## src/rtl/morse_pkg.sv

```systemverilog
// -----------------------------------------------------------------------------
// morse_pkg
// Shared types and constants for the Morse receiver:
//   - state_e  : decoder FSM states
//   - letter_e : 3-bit selector codes for letters A..H (matches transmitter)
//   - PAT_x / LEN_x : element pattern (first element at bit 0, dot=0, dash=1)
//                     and element count for each supported letter
// -----------------------------------------------------------------------------
package morse_pkg;

    localparam int unsigned PAT_W = 4;  // pattern register width (max elements)
    localparam int unsigned CNT_W = 3;  // element counter width (0..4)

    typedef enum logic [1:0] {
        ST_IDLE,
        ST_MARK,
        ST_SPACE,
        ST_ERR_WAIT
    } state_e;

    typedef enum logic [2:0] {
        LTR_A = 3'd0,
        LTR_B = 3'd1,
        LTR_C = 3'd2,
        LTR_D = 3'd3,
        LTR_E = 3'd4,
        LTR_F = 3'd5,
        LTR_G = 3'd6,
        LTR_H = 3'd7
    } letter_e;

    // Patterns are read right-to-left: bit 0 is the first element sent.
    localparam logic [PAT_W-1:0] PAT_A = 4'b0010;  // .-
    localparam logic [PAT_W-1:0] PAT_B = 4'b0001;  // -...
    localparam logic [PAT_W-1:0] PAT_C = 4'b0101;  // -.-.
    localparam logic [PAT_W-1:0] PAT_D = 4'b0001;  // -..
    localparam logic [PAT_W-1:0] PAT_E = 4'b0000;  // .
    localparam logic [PAT_W-1:0] PAT_F = 4'b0100;  // ..-.
    localparam logic [PAT_W-1:0] PAT_G = 4'b0011;  // --.
    localparam logic [PAT_W-1:0] PAT_H = 4'b0000;  // ....

    localparam logic [CNT_W-1:0] LEN_A = 3'd2;
    localparam logic [CNT_W-1:0] LEN_B = 3'd4;
    localparam logic [CNT_W-1:0] LEN_C = 3'd4;
    localparam logic [CNT_W-1:0] LEN_D = 3'd3;
    localparam logic [CNT_W-1:0] LEN_E = 3'd1;
    localparam logic [CNT_W-1:0] LEN_F = 3'd4;
    localparam logic [CNT_W-1:0] LEN_G = 3'd3;
    localparam logic [CNT_W-1:0] LEN_H = 3'd4;

endpackage : morse_pkg

```

## src/rtl/morse_lut.sv

```systemverilog
// -----------------------------------------------------------------------------
// morse_lut
// Combinational letter lookup. Pattern alone is ambiguous (B/D and E/H share
// bit patterns), so the element count is part of the key.
//   pattern_i  [3:0] : collected elements, first at bit 0, dash=1
//   elem_cnt_i [2:0] : number of valid elements in pattern_i
//   letter_o   [2:0] : letter code A=000 .. H=111 (A when no hit)
//   hit_o            : 1 when {pattern_i, elem_cnt_i} is a known letter
// -----------------------------------------------------------------------------
module morse_lut
    import morse_pkg::*;
(
    input  logic [PAT_W-1:0] pattern_i,
    input  logic [CNT_W-1:0] elem_cnt_i,
    output logic [2:0]       letter_o,
    output logic             hit_o
);

    always_comb begin
        letter_o = LTR_A;
        hit_o    = 1'b0;
        unique case ({pattern_i, elem_cnt_i})
            {PAT_A, LEN_A}: begin letter_o = LTR_A; hit_o = 1'b1; end
            {PAT_B, LEN_B}: begin letter_o = LTR_B; hit_o = 1'b1; end
            {PAT_C, LEN_C}: begin letter_o = LTR_C; hit_o = 1'b1; end
            {PAT_D, LEN_D}: begin letter_o = LTR_D; hit_o = 1'b1; end
            {PAT_E, LEN_E}: begin letter_o = LTR_E; hit_o = 1'b1; end
            {PAT_F, LEN_F}: begin letter_o = LTR_F; hit_o = 1'b1; end
            {PAT_G, LEN_G}: begin letter_o = LTR_G; hit_o = 1'b1; end
            {PAT_H, LEN_H}: begin letter_o = LTR_H; hit_o = 1'b1; end
            default: begin
                letter_o = LTR_A;
                hit_o    = 1'b0;
            end
        endcase
    end

endmodule : morse_lut

```

## src/rtl/morse_decoder.sv

```systemverilog
// -----------------------------------------------------------------------------
// morse_decoder
// Serial Morse receiver for letters A..H. Samples serial_in once per tick,
// measures mark/space run lengths, collects dots and dashes and decodes the
// letter when a full letter gap of low samples has been seen.
//   clock        : system clock
//   reset        : synchronous, active-high; has priority over tick
//   tick         : one-clock enable per Morse time unit
//   serial_in    : Morse line, 1 = mark
//   letter       : last decoded letter code (A=000 .. H=111), held
//   letter_valid : one-clock pulse when letter is updated
//   error        : one-clock pulse on a malformed or unknown symbol
// -----------------------------------------------------------------------------
module morse_decoder #(
    parameter int unsigned DOT_UNITS  = 1,
    parameter int unsigned DASH_UNITS = 3,
    parameter int unsigned LETTER_GAP = 3,
    parameter int unsigned MAX_ELEMS  = 4,
    parameter int unsigned RUN_W      = 3
) (
    input  logic       clock,
    input  logic       reset,
    input  logic       tick,
    input  logic       serial_in,
    output logic [2:0] letter,
    output logic       letter_valid,
    output logic       error
);

    import morse_pkg::*;

    localparam logic [RUN_W-1:0] RUN_ONE  = RUN_W'(1);
    localparam logic [RUN_W-1:0] DOT_RUN  = RUN_W'(DOT_UNITS);
    localparam logic [RUN_W-1:0] DASH_RUN = RUN_W'(DASH_UNITS);
    localparam logic [RUN_W-1:0] GAP_RUN  = RUN_W'(LETTER_GAP);
    localparam logic [CNT_W-1:0] CNT_MAX  = CNT_W'(MAX_ELEMS);

    state_e             state_q, state_d;
    logic [RUN_W-1:0]   run_q, run_d;
    logic [PAT_W-1:0]   pattern_q, pattern_d;
    logic [CNT_W-1:0]   elem_cnt_q, elem_cnt_d;
    logic [2:0]         letter_q, letter_d;
    logic               letter_valid_q, letter_valid_d;
    logic               error_q, error_d;

    logic [RUN_W-1:0]   run_inc;
    logic               is_dot, is_dash;
    logic               go_err;
    logic [2:0]         lut_letter;
    logic               lut_hit;

    // Decode sees the registered pattern: at the gap tick no element is
    // being appended, so pattern_q/elem_cnt_q are already complete.
    morse_lut u_lut (
        .pattern_i  (pattern_q),
        .elem_cnt_i (elem_cnt_q),
        .letter_o   (lut_letter),
        .hit_o      (lut_hit)
    );

    // Saturating increment: very long marks stay at all-ones and never
    // alias back to a dot or dash length.
    assign run_inc = (&run_q) ? run_q : run_q + RUN_ONE;
    assign is_dot  = (run_q == DOT_RUN);
    assign is_dash = (run_q == DASH_RUN);

    always_comb begin
        state_d        = state_q;
        run_d          = run_q;
        pattern_d      = pattern_q;
        elem_cnt_d     = elem_cnt_q;
        letter_d       = letter_q;
        letter_valid_d = 1'b0;
        error_d        = 1'b0;
        go_err         = 1'b0;

        if (tick) begin
            unique case (state_q)
                ST_IDLE: begin
                    if (serial_in) begin
                        state_d = ST_MARK;
                        run_d   = RUN_ONE;
                    end
                end

                ST_MARK: begin
                    if (serial_in) begin
                        run_d = run_inc;
                    end else if (!(is_dot || is_dash) || (elem_cnt_q == CNT_MAX)) begin
                        go_err = 1'b1;
                    end else begin
                        pattern_d[elem_cnt_q[1:0]] = is_dash;
                        elem_cnt_d = elem_cnt_q + CNT_W'(1);
                        state_d    = ST_SPACE;
                        run_d      = RUN_ONE;
                    end
                end

                ST_SPACE: begin
                    if (!serial_in) begin
                        run_d = run_inc;
                        if (run_inc == GAP_RUN) begin
                            if (lut_hit) begin
                                letter_d       = lut_letter;
                                letter_valid_d = 1'b1;
                            end else begin
                                // Unknown symbol: the gap is already complete,
                                // so return to IDLE instead of ERR_WAIT.
                                error_d = 1'b1;
                            end
                            pattern_d  = '0;
                            elem_cnt_d = '0;
                            run_d      = '0;
                            state_d    = ST_IDLE;
                        end
                    end else if (run_q == RUN_ONE) begin
                        state_d = ST_MARK;
                        run_d   = RUN_ONE;
                    end else begin
                        go_err = 1'b1;
                    end
                end

                ST_ERR_WAIT: begin
                    // Resynchronise: only a full letter gap of lows re-arms.
                    if (serial_in) begin
                        run_d = '0;
                    end else if (run_inc == GAP_RUN) begin
                        run_d   = '0;
                        state_d = ST_IDLE;
                    end else begin
                        run_d = run_inc;
                    end
                end

                default: begin
                    state_d = ST_IDLE;
                    run_d   = '0;
                end
            endcase

            if (go_err) begin
                error_d    = 1'b1;
                pattern_d  = '0;
                elem_cnt_d = '0;
                run_d      = '0;
                state_d    = ST_ERR_WAIT;
            end
        end
    end

    always_ff @(posedge clock) begin
        if (reset) begin
            state_q        <= ST_IDLE;
            run_q          <= '0;
            pattern_q      <= '0;
            elem_cnt_q     <= '0;
            letter_q       <= '0;
            letter_valid_q <= 1'b0;
            error_q        <= 1'b0;
        end else begin
            state_q        <= state_d;
            run_q          <= run_d;
            pattern_q      <= pattern_d;
            elem_cnt_q     <= elem_cnt_d;
            letter_q       <= letter_d;
            letter_valid_q <= letter_valid_d;
            error_q        <= error_d;
        end
    end

    assign letter       = letter_q;
    assign letter_valid = letter_valid_q;
    assign error        = error_q;

endmodule : morse_decoder

```

## config.mk

```make
export PLATFORM = sky130hd
export DESIGN_NAME = morse_decoder
export DESIGN_NICKNAME = d
export VERILOG_FILES = /design/src/rtl/morse_pkg.sv /design/src/rtl/morse_lut.sv /design/src/rtl/morse_decoder.sv
export SDC_FILE = /design/constraint.sdc
export NUM_CORES = 1
export LEC_CHECK = 0
export CAP_MARGIN = 25
export CORE_MARGIN = 4
export CORE_UTILIZATION = 57
export DETAILED_ROUTE_END_ITERATION = 10
export GPL_TIMING_DRIVEN = 1
export HOLD_SLACK_MARGIN = 0.1
export PLACE_DENSITY = 0.84
export RECOVER_POWER = 100
export SETUP_SLACK_MARGIN = 0.4
export SLEW_MARGIN = 40
export SYNTH_ARGS = -nofsm -noshare
export SYNTH_HDL_FRONTEND = slang
export SYNTH_SLANG_ARGS = --single-unit
export TNS_END_PERCENT = 10
```

## constraint.sdc

```tcl
create_clock -name clock -period 3.2 [get_ports clock]
set_clock_uncertainty 0.1 [all_clocks]
set_input_delay 0.64 -clock clock [delete_from_list [all_inputs] [get_ports clock]]
set_output_delay 0.64 -clock clock [all_outputs]
set_load 0.02 [all_outputs]
```

==> results of run 1 <==
[sequential cells by signal (all words and copies together) (netlist names)]
name,count
error,1
letter_valid,1
letter,3
run_q,3
elem_cnt_q,3
pattern_q,4
state_q,2
[cells by family after synthesis]
logic type	count (synthesis)	share of synthesized area, %
compound gates	53	26.8
xor+xnor	1	0.671
fa+ha+maj	11	10.5
buf+inv	18	5.27
flops	17	26.1
mux	5	4.03
simple gates	64	26.7
[report_power, final]
group | switching [mW] | internal, mW
clock | 0.0683 | 0.0484
sequential | 0.0225 | 0.226
combinational | 0.185 | 0.122
total | 0.276 | 0.396
[critical path, stage by stage]
cell and delay (ns):
dlygate4sd3_1 0.78, inv_1 0.18, and3_1 0.22, o32ai_1 0.52
and2_0 0.37, o21ai_0 0.14
[final cells by class]
| cell class | instances | area (sq um) |
|---|---|---|
| multi-input cells | 134 | 896 |
| fillers | 170 | 753 |
| flip-flops and latches | 17 | 340 |
| repair buffers | 10 | 95.1 |
| inverters | 12 | 45.0 |
| well taps | 28 | 35.0 |
| clock buffers | 4 | 26.3 |
[metrics by stage]
| stage | hold slack, ns | setup slack (ns) | cells |
|---|---|---|---|
| finish | 0.363 | 0.425 | 205 |
| global placement | 0.340 | 0.381 | 201 |
| global route | 0.374 | 0.315 | 205 |
| CTS | 0.366 | 0.573 | 205 |
| detailed placement | 0.349 | 0.260 | 201 |
| floorplan | 0.373 | 1.01 | 169 |
[how the worst max path moves through the flow]
stage | startpoint | slack (ns) | endpoint | cells past startpoint
finish | serial_in | 0.43 | pattern_q[2] | 6
global route | serial_in | 0.31 | state_q[1] | 6
CTS | serial_in | 0.57 | pattern_q[2] | 6
detailed placement | serial_in | 0.26 | pattern_q[2] | 6
global placement | serial_in | 0.38 | pattern_q[2] | 6
floorplan | state_q[0] | 1.01 | letter[0] | 8
[cells in the final DEF (no fill, tap or decap), types with 2 or more instances in the layout]
master / n
a211oi_1: 2
a21oi_1: 14
a2bb2oi_1: 2
a31oi_1: 3
and2_1: 2
and3_1: 3
buf_4: 2
clkbuf_4: 3
clkdlybuf4s50_1: 2
dfxtp_1: 17
dlygate4sd3_1: 6
ha_1: 11
inv_1: 12
mux2_2: 2
mux2i_1: 3
nand2_1: 17
nand2b_1: 3
nand3_1: 6
nor2_1: 8
nor3_1: 11
nor3b_1: 2
o211ai_1: 2
o21a_1: 2
o21ai_0: 13
o31ai_1: 2
o32ai_1: 2
or3_2: 2
[metal layers]
| metal | vias to the layer above | track usage [%] | wire length [microns] |
|---|---|---|---|
| li1 | 638 | - | - |
| met1 | 568 | 26.0 | 1350 |
| met2 | 61 | 33.4 | 1430 |
| met3 | 7 | 4.41 | 232 |
| met4 | 0 | 4.41 | 34 |
| met5 | - | 0 | 0 |
==> summary.txt, run 1 <==
Run status
  • Outcome: finished, final reports clean

Synthesis
  • Yosys warns: 0
  • Post-synthesis cell count: 169
  • Yosys top cell by area: dfxtp_1
  • Synth async-reset ratio: 0%
  • Post-synthesis cell type count: 47
  • Most used flip-flop cell after synthesis: dfxtp_1
  • Largest cells by area after synthesis: dfxtp_1, ha_1, a21oi_1
  • Flops & latches, synth: 17
  • Sequential fraction of the synthesis area: 26.1%
  • Yosys top cell area share: 26.1%
  • Cell Area, Synth: 1310 sq um
  • Syn Nets: 184
  • Avg Inst Size Synth: 7.72 sq um
  • Top post-synthesis cells by count: dfxtp_1, nand2_1, a21oi_1
  • EDFF count, synth: 0

Die
  • Die area: 3120 sq um
  • Die width: 55.9 microns
  • I/O pins: 9
  • Starting Density: 59.6%
  • Rows: 17
  • Chip height: 55.9 microns
  • Core area: 2190 sq um

Hold path
  • Hold EP: letter[2]
  • Hold Path Depth: 2
  • Hold Path Origin: letter[2]
  • HP Class: reg -> reg

Timing
  • Worst slew pin tran: 0.539 ns
  • Final setup violation count: 0
  • Fin crit period: 2.77 ns
  • Final worst-path cycle share: 86.7%
  • RSZ-0062 raised after global routing: true
  • Worst slew margin: 64.0%
  • Slew Limit Fails: 0
  • Top achievable clock speed: 0.360 GHz
  • Hold Fails Final Rpt: 0
  • Setup total negative slack: 0 ns

Place
  • Dpl hpwl: 2.37 mm
  • Gp weighted congestion: 0.875
  • Number of port buffers: 8
  • Cell Area, Placed: 1410 sq um

Global route
  • Vias in the first global route: 1196
  • Gr usage total: 19.9%
  • Initial antenna violation count: 0
  • Largest net degree at the start of global routing: 14
  • Grt total ovfl: 0
  • First-pass GRT wire length: 5.22 mm

Clock network
  • Clock Path Buffers: 2
  • Post-CTS repair timing setup buffer count: 0
  • CTS tree: done
  • Clk slew on worst S/H paths: 0.10 ns
  • Clock sinks: 17
  • Num CTS Buffers: 3
  • Root buf cell: clkbuf_4
  • Later-pin clock latency in the skew report: 0.29 ns
  • Hold buffers post-CTS: 0
  • CTS H-tree depth: 1
  • Resize count post-CTS: 0

Critical path
  • Worst-path fanout max: 13
  • R2r endpoint: pattern_q[2]
  • CP required: 3.28 ns
  • Crit path DAT: 2.85 ns
  • Setup crit start kind: input port
  • Worst reg-to-reg path cell count: 6
  • Reg-to-Reg Start: run_q[0]
  • Endpoint type of the worst setup path: flop
  • Reg2Reg Setup Slack: 0.73 ns
  • Crit Path Category: in -> reg

Pwr
  • Pwr dens: 468 nW/um^2
  • VDD IR max: 0.306 mV
  • Leakage power: 0.531 nW
  • Total power: 673 uW

Routing
  • Final WL: 3.04 mm
  • Final ANT Viol Nets: 0
  • Via count: 1274
  • 1st-pass router iterations: 4
  • DRC: 0
  • Routed len/inst: 14.8 microns
  • DRC marker count from the first detailed-route iteration: 63
  • Vias/cell: 6.21

Final layout
  • Area growth, synth to finish: 10.2%
  • Antenna diodes: 0
  • Fin nets: 193
  • Core Util, Final: 65.6%
  • Post-route design area: 1440 sq um
  • Ratio of cells with drive above 1 in the final layout: 7.91%

Run
  • Max Cap Viol: 0
(Power assumes the default switching activity.)
==> run 2: changes to the inputs <==
--- a/config.mk
+++ b/config.mk
@@ -8,12 +8,12 @@
 export CAP_MARGIN = 25
 export CORE_MARGIN = 4
 export CORE_UTILIZATION = 57
+export CTS_CLUSTER_DIAMETER = 50
 export DETAILED_ROUTE_END_ITERATION = 10
 export GPL_TIMING_DRIVEN = 1
 export HOLD_SLACK_MARGIN = 0.1
 export PLACE_DENSITY = 0.84
 export RECOVER_POWER = 100
-export SETUP_SLACK_MARGIN = 0.4
 export SLEW_MARGIN = 40
 export SYNTH_ARGS = -nofsm -noshare
 export SYNTH_HDL_FRONTEND = slang
==> results of run 2 <==
The final DEF is identical to that of run 1. Status: finished, final reports clean.
==> patch: new RTL, config.mk and constraints of run 1 <==
Make the reset (`reset`) asynchronous in one clocked block.
--- a/src/rtl/morse_decoder.sv
+++ b/src/rtl/morse_decoder.sv
@@ -151,3 +151,3 @@
 
-    always_ff @(posedge clock) begin
+    always_ff @(posedge clock or posedge reset) begin
         if (reset) begin
Behaviour: differs if reset is asserted again (counterexample within 4 cycles, from zero or initial values and one cycle with reset high); with reset held inactive, the same outputs for 10 cycles.
==> patch against run 1 <==
Design area grew 1.9%. Worst setup slack improved by 140 ps. Sequential share of layout area rose by 5.4 points. Utilization is 0.64 points lower. Wire length down 4.1%. Sequential cell count unchanged. Global-route usage shrank 1.2 points. Area after synthesis rose by 6.2%. Die area grew 5.3%. Critical path type is now register to register. Highest routed layer unchanged.
Power is not compared: it rests on default switching activity, and its combinational part moved more than twofold at a synthesized area within 25%.
==> patch: results (changes against run 1) <==
status=completed; dominant synthesized flop cell=dfrtp_1; Fill cells=182 (+7.1%); Skew-Pair Late Insertion Delay=about 300 ps; final period utilization=82.3% (-4.4 points); met3 GRT Util=2.71% (-1.7 points); Final #Nets=169 (-12%); adder-cell share of the synthesized area=9.93% (-0.62 points); CP arrival=2720 ps (-130 ps); multiplexer area fraction after synthesis=6.32% (+2.3 points); first-pass GRT wire length=4.84 mm (-7.2%); XOR/XNOR Fraction of Synth Area=1.26% (+0.59 points); vias in the first global route=1136 (-5.0%); pin count of the biggest net entering global routing=18 (+4); 1st-iter DRT viols=93 (+48%); Tot GR Track Use=18.7% (-1.2 points); synth cell count leaders=17 x dfrtp_1, 11 x a21oi_1, 11 x ha_1, 10 x nor2_1; worst reg2reg setup slack=570 ps (-160 ps); M1 GR Usage=22.1% (-3.9 points); Synthesized Nets=162 (-12%); Worst Hold Class=register to register; GR Layer Usage met2=33.1% (-0.33 points); Net Switching=approximately 610 µW; Detailed Place HPWL=2.22 mm (-6.1%); compound-gate portion of the synthesized area=27.6% (+0.87 points); Worst-Margin Slew=665 ps (+126 ps); synth top area cells=dfrtp_1 31%, ha_1 9.9%, mux2_2 4.9%, a21oi_1 4.0%, a221o_1 2.9%; Via Count=1157 (-9.2%); sequential-to-total area share from yosys stat=30.7% (+4.6 points); max reg flops=4 (unchanged); GP Congestion=0.905 (+3.3%); final wirelength=2.91 mm (-4.1%); post-synthesis cell type count=55 (+17%); ANT cells=0 (unchanged); share of cells above drive strength 1=15.7% (+7.8 points); pre-CTS setup slack=552 ps (+292 ps); crit path max fanout=7 (-6); ys async rst share=100% (+100 points)
==> patch: cell types whose count changed in the layout (fill, tap and decap cells not counted), moves of 4 or more <==
cell     before  now
mux2_2        2    6
nor3_1       11    3
dfxtp_1      17    0
inv_1        12    8
dfrtp_1       0   17
and2b_1       0    4
o21ai_0      13    7
nand3_1       6    1
nand2_1      17    8
==> patch: kinds of logic after synthesis <==
logic type | count (synthesis)
AO/OA/AOI/OAI | 49
XOR/XNOR | 2
adder cells (fa/ha/maj) | 11
buffers and inverters | 14
flip-flops | 17
multiplexers | 8
AND/OR/NAND/NOR | 46
==> patch: final timing paths <==
kind                       depth (start not counted)  startpoint      endpoint
max in group asynchronous                          2       reset    state_q[1]
max reg2reg                                        6    run_q[0]  pattern_q[0]
min in group asynchronous                          2       reset  pattern_q[1]
max                                                6    run_q[0]  pattern_q[0]
min                                                1   letter[2]     letter[2]
min reg2reg                                        1   letter[2]     letter[2]
==> patch: routing by layer <==
layer  vias up  part of all wire (%)
li1        557                     -
met1       554                    42
met3        10                   3.8
met4         0                   2.7
met2        36                    51
met5         -                     0
==> patch: final cells by class <==
cell class,instances,area [µm²],share of cell area (%)
multi-input combinational,116,867,59.2
sequential,17,425,29.0
timing repair buffer,8,80.1,5.47
tap,28,35.0,2.39
inverter,8,30.0,2.05
clock buffer,3,22.5,1.54
clock inverter,1,5.00,0.342
==> patch: power by group through the flow <==
| stage | combinational (mW) | sequential, mW | clock (mW) |
|---|---|---|---|
| after floorplan | 0.681 | 0.358 | 0 |
| after global placement | 0.779 | 0.386 | 0 |
| after detailed placement | 0.802 | 0.393 | 0 |
| after CTS | 0.805 | 0.389 | 0.123 |
| after global routing | 0.862 | 0.404 | 0.133 |
| final | 0.772 | 0.392 | 0.120 |
==> patch: worst max-delay path, cell delays in order (launching register included) <==
cell      delay (ps)
dfrtp_1          470
ha_1             290
or4_1            590
a22oi_1          240
o211ai_1         150
a21boi_1         260
a221o_1          420
==> patch: per-stage QoR <==
stage	instances	cell area, µm²	hold slack [ps]	utilization [%]	power [mW]
floorplan	147	1390	435	-	1.04
global placement	177	1460	391	64.9	1.17
global route	181	1470	445	65.0	1.40
CTS	181	1490	428	66.1	1.32
finish	181	1470	417	65.0	1.28
detailed placement	177	1460	405	64.9	1.19
